[config.mk]
export PLATFORM = sky130hd
export DESIGN_NAME = orb_chan_collector
export DESIGN_NICKNAME = d
export VERILOG_FILES = /design/src/rtl/orb_chan_collector.sv
export SDC_FILE = /design/constraint.sdc
export NUM_CORES = 2
export LEC_CHECK = 0
export CAP_MARGIN = 10
export CORE_MARGIN = 10
export CORE_UTILIZATION = 45
export DETAILED_ROUTE_END_ITERATION = 12
export GPL_TIMING_DRIVEN = 0
export SLEW_MARGIN = 20
export SYNTH_ARGS = -nofsm -noshare
export SYNTH_HDL_FRONTEND = slang
export SYNTH_SLANG_ARGS = --single-unit
[constraint.sdc]
create_clock -name clk -period 8.99 [get_ports clk]
set_clock_uncertainty 0.15 [all_clocks]
set_input_delay 2.697 -clock clk [delete_from_list [all_inputs] [get_ports clk]]
set_output_delay 2.697 -clock clk [all_outputs]
set_load 0.005 [all_outputs]
[src/rtl/orb_chan_collector.sv]
// orb_chan_collector
//   N-channel byte collector feeding the orbit-frame packer. Each channel
//   owns a byte FIFO plus packet bookkeeping (orb_chan_lane). A round-robin
//   arbiter picks a channel with a complete packet (or a timed-out partial
//   one) and streams PKT_BYTES 12-bit orbit words with their RAM addresses.
//
//   clk      system clock
//   rst      synchronous active-high reset
//   iValid   per-channel byte strobe
//   iData    per-channel bytes, channel c on [8c+7:8c]
//   iBase    slot base address, sampled in GRANT
//   iSW      ping-pong frame switch, sampled in GRANT
//   oWE      orbit word write strobe
//   oWrAddr  write address = base + chan*PKT_BYTES + i (mod 2^ADDR_W)
//   oWord    {byte, 3'b000, pad}; pad word is 12'hFF1
//   oPage    iSW latched for the current packet
//   oBusy    high from GRANT through the last STREAM cycle
//   oOvf     sticky per-channel overflow flags

// One receive channel: byte FIFO, packet counters, idle timer, flags.
module orb_chan_lane #(
    parameter int PKT_BYTES = 4,
    parameter int FIFO_AW   = 5,
    parameter int TIMEOUT   = 800,
    parameter int PW        = 3
) (
    input  logic          clk,
    input  logic          rst,
    input  logic          i_valid,
    input  logic [7:0]    i_data,
    input  logic          i_pop,
    input  logic          i_grant,
    output logic [7:0]    o_head,
    output logic [PW-1:0] o_pcnt,
    output logic          o_rdy,
    output logic          o_flush,
    output logic          o_ovf
);
    localparam int DEPTH = 1 << FIFO_AW;
    localparam int TW    = $clog2(TIMEOUT + 1);

    logic [7:0]         r_mem [DEPTH];
    logic [FIFO_AW-1:0] r_wp, r_rp;
    logic [FIFO_AW:0]   r_cnt, r_rdy;
    logic [PW-1:0]      r_pcnt;
    logic [TW-1:0]      r_tmr;
    logic               r_flush, r_ovf;

    logic          w_full, w_push, w_rdy_nz, w_grant_full, w_grant_part, w_done, w_tmo;
    logic [PW-1:0] w_pc_base;

    assign w_full       = (r_cnt == (FIFO_AW+1)'(DEPTH));
    assign w_push       = i_valid & ~w_full;
    assign w_rdy_nz     = (r_rdy != '0);
    // A grant serves a complete packet if one exists, otherwise the flushed partial.
    assign w_grant_full = i_grant & w_rdy_nz;
    assign w_grant_part = i_grant & ~w_rdy_nz;
    // The partial packet handed out at grant is gone; a same-cycle byte starts afresh.
    assign w_pc_base    = w_grant_part ? '0 : r_pcnt;
    assign w_done       = w_push && (w_pc_base == PW'(PKT_BYTES - 1));
    assign w_tmo        = !w_push && (r_pcnt != '0) && !r_flush && (r_tmr == TW'(TIMEOUT - 1));

    always_ff @(posedge clk) begin
        if (w_push) r_mem[r_wp] <= i_data;
    end

    always_ff @(posedge clk) begin
        if (rst) begin
            r_wp    <= '0;
            r_rp    <= '0;
            r_cnt   <= '0;
            r_rdy   <= '0;
            r_pcnt  <= '0;
            r_tmr   <= '0;
            r_flush <= 1'b0;
            r_ovf   <= 1'b0;
        end else begin
            if (w_push) r_wp <= r_wp + 1'b1;
            if (i_pop)  r_rp <= r_rp + 1'b1;
            case ({w_push, i_pop})
                2'b10:   r_cnt <= r_cnt + 1'b1;
                2'b01:   r_cnt <= r_cnt - 1'b1;
                default: r_cnt <= r_cnt;
            endcase
            if (i_valid && w_full) r_ovf <= 1'b1;
            if (w_push) r_pcnt <= w_done ? '0 : w_pc_base + 1'b1;
            else        r_pcnt <= w_pc_base;
            case ({w_done, w_grant_full})
                2'b10:   r_rdy <= r_rdy + 1'b1;
                2'b01:   r_rdy <= r_rdy - 1'b1;
                default: r_rdy <= r_rdy;
            endcase
            if (w_done || w_grant_part) r_flush <= 1'b0;
            else if (w_tmo)             r_flush <= 1'b1;
            // Timer holds the number of cycles since the last push (push cycle = 1).
            if (w_push)                            r_tmr <= TW'(1);
            else if (r_pcnt != '0 && !r_flush)     r_tmr <= r_tmr + 1'b1;
        end
    end

    assign o_head  = r_mem[r_rp];
    assign o_pcnt  = r_pcnt;
    assign o_rdy   = w_rdy_nz;
    assign o_flush = r_flush;
    assign o_ovf   = r_ovf;
endmodule

module orb_chan_collector #(
    parameter int CH        = 5,
    parameter int PKT_BYTES = 4,
    parameter int FIFO_AW   = 5,
    parameter int ADDR_W    = 11,
    parameter int TIMEOUT   = 800
) (
    input  logic              clk,
    input  logic              rst,
    input  logic [CH-1:0]     iValid,
    input  logic [8*CH-1:0]   iData,
    input  logic [ADDR_W-1:0] iBase,
    input  logic              iSW,
    output logic              oWE,
    output logic [ADDR_W-1:0] oWrAddr,
    output logic [11:0]       oWord,
    output logic              oPage,
    output logic              oBusy,
    output logic [CH-1:0]     oOvf
);
    localparam int PW = $clog2(PKT_BYTES + 1);
    localparam int CW = (CH > 1) ? $clog2(CH) : 1;

    typedef enum logic [1:0] {S_IDLE, S_GRANT, S_STREAM} state_t;

    state_t            r_state, w_next;
    logic [CW-1:0]     r_chan, r_ptr, w_win;
    logic [ADDR_W-1:0] r_base, w_base_sel, w_addr;
    logic [PW-1:0]     r_cnt, r_idx, w_cnt_now, w_idx;
    logic              w_any, w_load, w_real;
    logic [CW:0]       w_j;

    logic [CH-1:0]          w_rdy, w_flush, w_req, w_pop, w_grant, w_ovf;
    logic [CH-1:0][7:0]     w_head;
    logic [CH-1:0][PW-1:0]  w_pcnt;

    for (genvar c = 0; c < CH; c++) begin : g_lane
        orb_chan_lane #(
            .PKT_BYTES (PKT_BYTES),
            .FIFO_AW   (FIFO_AW),
            .TIMEOUT   (TIMEOUT),
            .PW        (PW)
        ) u_lane (
            .clk     (clk),
            .rst     (rst),
            .i_valid (iValid[c]),
            .i_data  (iData[8*c +: 8]),
            .i_pop   (w_pop[c]),
            .i_grant (w_grant[c]),
            .o_head  (w_head[c]),
            .o_pcnt  (w_pcnt[c]),
            .o_rdy   (w_rdy[c]),
            .o_flush (w_flush[c]),
            .o_ovf   (w_ovf[c])
        );
    end

    assign w_req = w_rdy | w_flush;
    assign oOvf  = w_ovf;

    // Round-robin: first requester at or after r_ptr, wrapping.
    always_comb begin
        w_any = 1'b0;
        w_win = '0;
        w_j   = '0;
        for (int k = 0; k < CH; k++) begin
            w_j = {1'b0, r_ptr} + (CW+1)'(k);
            if (w_j >= (CW+1)'(CH)) w_j = w_j - (CW+1)'(CH);
            if (!w_any && w_req[w_j[CW-1:0]]) begin
                w_any = 1'b1;
                w_win = w_j[CW-1:0];
            end
        end
    end

    // Word i is prepared on the edge that makes it visible: word 0 leaves
    // GRANT, words 1..PKT_BYTES-1 leave STREAM cycles with r_idx = i.
    always_comb begin
        w_grant    = '0;
        w_cnt_now  = r_cnt;
        w_idx      = r_idx;
        w_base_sel = r_base;
        if (r_state == S_GRANT) begin
            w_grant    = CH'(1) << r_chan;
            w_cnt_now  = w_rdy[r_chan] ? PW'(PKT_BYTES) : w_pcnt[r_chan];
            w_idx      = '0;
            w_base_sel = iBase;
        end
        w_load = (r_state == S_GRANT) || (r_state == S_STREAM && r_idx != PW'(PKT_BYTES));
        w_real = w_load && (w_idx < w_cnt_now);
        w_pop  = w_real ? (CH'(1) << r_chan) : '0;
        w_addr = w_base_sel + ADDR_W'(r_chan) * ADDR_W'(PKT_BYTES) + ADDR_W'(w_idx);
    end

    always_comb begin
        w_next = r_state;
        case (r_state)
            S_IDLE:   if (w_any) w_next = S_GRANT;
            S_GRANT:  w_next = S_STREAM;
            S_STREAM: if (r_idx == PW'(PKT_BYTES)) w_next = S_IDLE;
            default:  w_next = S_IDLE;
        endcase
    end

    always_ff @(posedge clk) begin
        if (rst) r_state <= S_IDLE;
        else     r_state <= w_next;
    end

    always_ff @(posedge clk) begin
        if (rst) begin
            r_chan  <= '0;
            r_ptr   <= '0;
            r_base  <= '0;
            r_cnt   <= '0;
            r_idx   <= '0;
            oWE     <= 1'b0;
            oWrAddr <= '0;
            oWord   <= '0;
            oPage   <= 1'b0;
            oBusy   <= 1'b0;
        end else begin
            if (r_state == S_IDLE && w_any) r_chan <= w_win;
            if (r_state == S_GRANT) begin
                r_base <= iBase;
                oPage  <= iSW;
                r_cnt  <= w_cnt_now;
                r_idx  <= PW'(1);
                r_ptr  <= (r_chan == CW'(CH - 1)) ? '0 : r_chan + 1'b1;
            end else if (w_load) begin
                r_idx <= r_idx + 1'b1;
            end
            oWE <= w_load;
            if (w_load) begin
                oWrAddr <= w_addr;
                oWord   <= w_real ? {w_head[r_chan], 4'h0} : 12'hFF1;
            end
            oBusy <= (w_next != S_IDLE);
        end
    end
endmodule

==> flow_summary.json <==
{
  "avgRoutedWirePerCell_microns": 24.2,
  "vias_per_cell": 5.61,
  "drive_above_1_share_pct": 18.3,
  "drtAntennaViolNets": 0,
  "drcViolationCount": 0,
  "cts_setup_buffers": 0,
  "coreArea_sq_um": 140000,
  "drt_first_iter_violations": 3293,
  "period_share_pct": 72.2,
  "grt_max_degree": 33,
  "start_util_pct": 45.3,
  "hold_class": "flip-flop to flip-flop",
  "worstRegToRegCells": 21,
  "reg2reg_setup_slack_ns": 2.50,
  "ys.flop_type": "edfxtp_1",
  "synth_edf_count": 1280,
  "min_from": "oWrAddr[8]",
  "setup_viol": 0,
  "die_y_microns": 395,
  "ys_warn_count": 0,
  "hold-path-endpoint": "oWrAddr[8]",
  "die-area_sq_um": 156000,
  "timing.rr.end": "g_lane[1].u_lane.r_cnt[4]",
  "final_common_cell": "edfxtp_1",
  "grt_pass1_vias": 33200,
  "r2r_start": "r_state[0]",
  "hpwlAfterDp_microns": 96200,
  "clockBufferDepth": 3,
  "placed_cells": 5669,
  "tritoncts": "built",
  "report.power.total_mw": 15.6,
  "htreeDepth": 4,
  "maxCapViolCount": 0,
  "rsz0062_at_grt": "no",
  "cp-start-kind": "flip-flop",
  "first_pass_iters": 5,
  "post-route-util_pct": 51.1,
  "routabilityCongestion": 0.833,
  "finalHoldViolCount": 0,
  "syn_to_final_growth_pct": 12.8,
  "ys_types": 83,
  "std_cell_rows": 137,
  "slowest_stage": "nor3_2",
  "die_w_microns": 395,
  "fmax_ghz": 0.154,
  "worstPathArrival_ns": 7.01,
  "tns_ns": 0,
  "cts_sinks": 1538,
  "tightest_slew_ns": 1.07,
  "finalNonFillerCells": 5962,
  "portBuffers": 86,
  "slowest_delay_ns": 0.71,
  "n_antenna_cell": 0,
  "avgSynthCellArea_sq_um": 17.0,
  "insertion_delay_ns": 0.79,
  "setup.worst_path.end_class": "flip-flop",
  "root_buffer": "clkbuf_16",
  "holdPathStages": 2,
  "clkTransAtPathRegs_ns": 0.07,
  "antenna_found_initial": 5,
  "crit_chain": "nand2b_1, clkbuf_1, buf_1, clkbuf_1, and2_1, ha_1, a21oi_1, nand3_2, nor3_2, ha_1, buf_1, xor2_1, ha_1, a21oi_1, nor2b_1, o21ai_0, a21oi_1, a311oi_1, nor2_1, xnor2_1, nor2_1",
  "relSlewSlack_pct": 28.4,
  "via_count": 33400,
  "critical_path.max_fanout": 10,
  "cts.repair.resized": 0,
  "grt_overflow": 0,
  "ioPinCount": 90,
  "final_cell_mix": "edfxtp_1 (1280), nor2_1 (445), mux4_2 (404)",
  "ir_drop_mv": 0.208,
  "status": "completed",
  "leakagePower_nw": 22.6,
  "crit_required_ns": 9.50,
  "track_usage_pct": 18.4,
  "synthCells": 3705,
  "holdBufCountCts": 0,
  "syn-cell-area_sq_um": 63200,
  "finalNetCount": 4123,
  "slew_viol_final": 0,
  "routed_wl_microns": 144000,
  "grt_pass1_wl_microns": 218000,
  "seq_area_frac_synth_pct": 69.0,
  "crit_type": "flip-flop to flip-flop",
  "synth-seq-cells": 1538,
  "cts_buffers": 161,
  "hold_ws_ns": 0.309,
  "ys_async_sr_fraction_pct": 0,
  "p_per_area_nw_per_um2": 218,
  "min_period_ns": 6.49
}
## kinds of logic (layout without fill, tap and decap cells)
group                    after synthesis  after routing  synth area share, %
other                                  1              3              0.00594
adder cells (fa/ha/maj)              108            108                 2.23
AO/OA/AOI/OAI                        306            306                 3.10
AND/OR/NAND/NOR                      874            874                 6.41
XOR/XNOR                             144            144                 2.00
multiplexers                         476            476                 15.6
flip-flops                          1538           1538                 69.0
buffers and inverters                258            637                 1.64
## registers in the layout, summed over array words and instances (netlist names), named ones only
signal	count
g_lane.u_lane.r_rdy	30
r_cnt	3
oBusy	1
r_chan	3
r_state	2
oWE	1
oWord	9
g_lane.u_lane.r_mem	1280
g_lane.u_lane.r_rp	25
r_base	11
oPage	1
r_idx	3
g_lane.u_lane.r_tmr	50
g_lane.u_lane.r_cnt	30
g_lane.u_lane.o_flush	5
g_lane.u_lane.o_ovf	5
g_lane.u_lane.r_wp	25
g_lane.u_lane.o_pcnt	15
oWrAddr	11
r_ptr	3
## per-layer routing
metal	GRT usage [%]	wire length [microns]
met1	27.1	65600
met2	27.9	66700
met3	3.30	8930
met4	5.23	3280
met5	0	27
## how the worst max path moves through the flow
| stage | startpoint | end | slack [ns] | cells after the start |
|---|---|---|---|---|
| 2_1_floorplan | iValid[0] | g_lane[0].u_lane.r_rdy[5] | 3.73 | 13 |
| 3_3_place_gp | rst | flip-flop | 2.21 | 6 |
| 3_5_place_dp | iValid[3] | g_lane[3].u_lane.r_rdy[5] | 2.53 | 13 |
| 4_1_cts | r_state[0] | g_lane[1].u_lane.r_cnt[4] | 2.59 | 21 |
| 5_1_grt | r_state[0] | g_lane[1].u_lane.r_cnt[4] | 2.02 | 21 |
| 6_report | r_state[0] | g_lane[1].u_lane.r_cnt[4] | 2.50 | 21 |
## cell type report
type,count,area [sq um]
fill,11600,68300
sequential,1538,43600
multi-input combinational,1911,18500
clock buffer,207,4290
tap,1876,2350
buffer,191,792
clock inverter,86,771
timing repair buffer,86,666
inverter,67,251
## cells in the mapped netlist (5+ instances only)
cell type,n,area [sq um]
a22oi_1,5,37.5
a21oi_1,119,596
ha_1,100,1250
a211oi_1,17,128
nand4_1,38,238
o21ai_0,41,205
o21a_1,9,67.6
o22ai_1,21,131
edfxtp_1,1280,38400
mux4_2,404,9100
o211ai_1,6,45.0
and4b_1,6,60.1
and2_1,24,150
a22o_1,6,52.6
nand3_1,41,205
xnor2_1,50,438
clkbuf_1,120,450
a311oi_1,7,61.3
buf_1,31,116
nor2b_1,17,106
a32oi_1,7,61.3
or3_1,29,181
dfxtp_1,258,5160
xor2_1,94,823
buf_4,8,60.1
and3_1,8,50.1
o21bai_1,8,60.1
nand3b_1,16,120
nor4_1,8,50.1
or3b_2,8,70.1
mux2i_1,68,681
nand2_1,153,574
nor3_1,28,140
or4_1,5,37.5
fa_1,8,160
buf_2,31,155
a21o_1,22,165
inv_1,65,244
a31oi_1,6,37.5
or2_2,7,43.8
nand2b_1,16,100
nor2_1,445,1670
## stage by stage
stage                     setup slack, ns  area, sq um
after floorplan                      3.73        63200
after CTS                            2.59        71400
final                                2.50        71200
after global placement               2.21        66400
after detailed placement             2.53        66300
after global routing                 2.02        71200
## worst max-delay path, delay by kind of cell, from the launching register on
kind | cells | cell delay [ns]
XOR/XNOR | 2 | 0.28
flip-flops | 1 | 0.38
buffers and inverters | 4 | 2.12
AND/OR/NAND/NOR | 7 | 1.65
adder cells (fa/ha/maj) | 3 | 0.82
AO/OA/AOI/OAI | 5 | 0.97
## where the power goes
group	internal [mW]	switching, mW	total (mW)	leakage [nW]
Clock	3.60	2.78	6.39	2.44
Combinational	0.427	0.795	1.22	6.58
Sequential	7.83	0.116	7.94	13.6
Total	11.9	3.70	15.6	22.6
(Power assumes the default switching activity.)
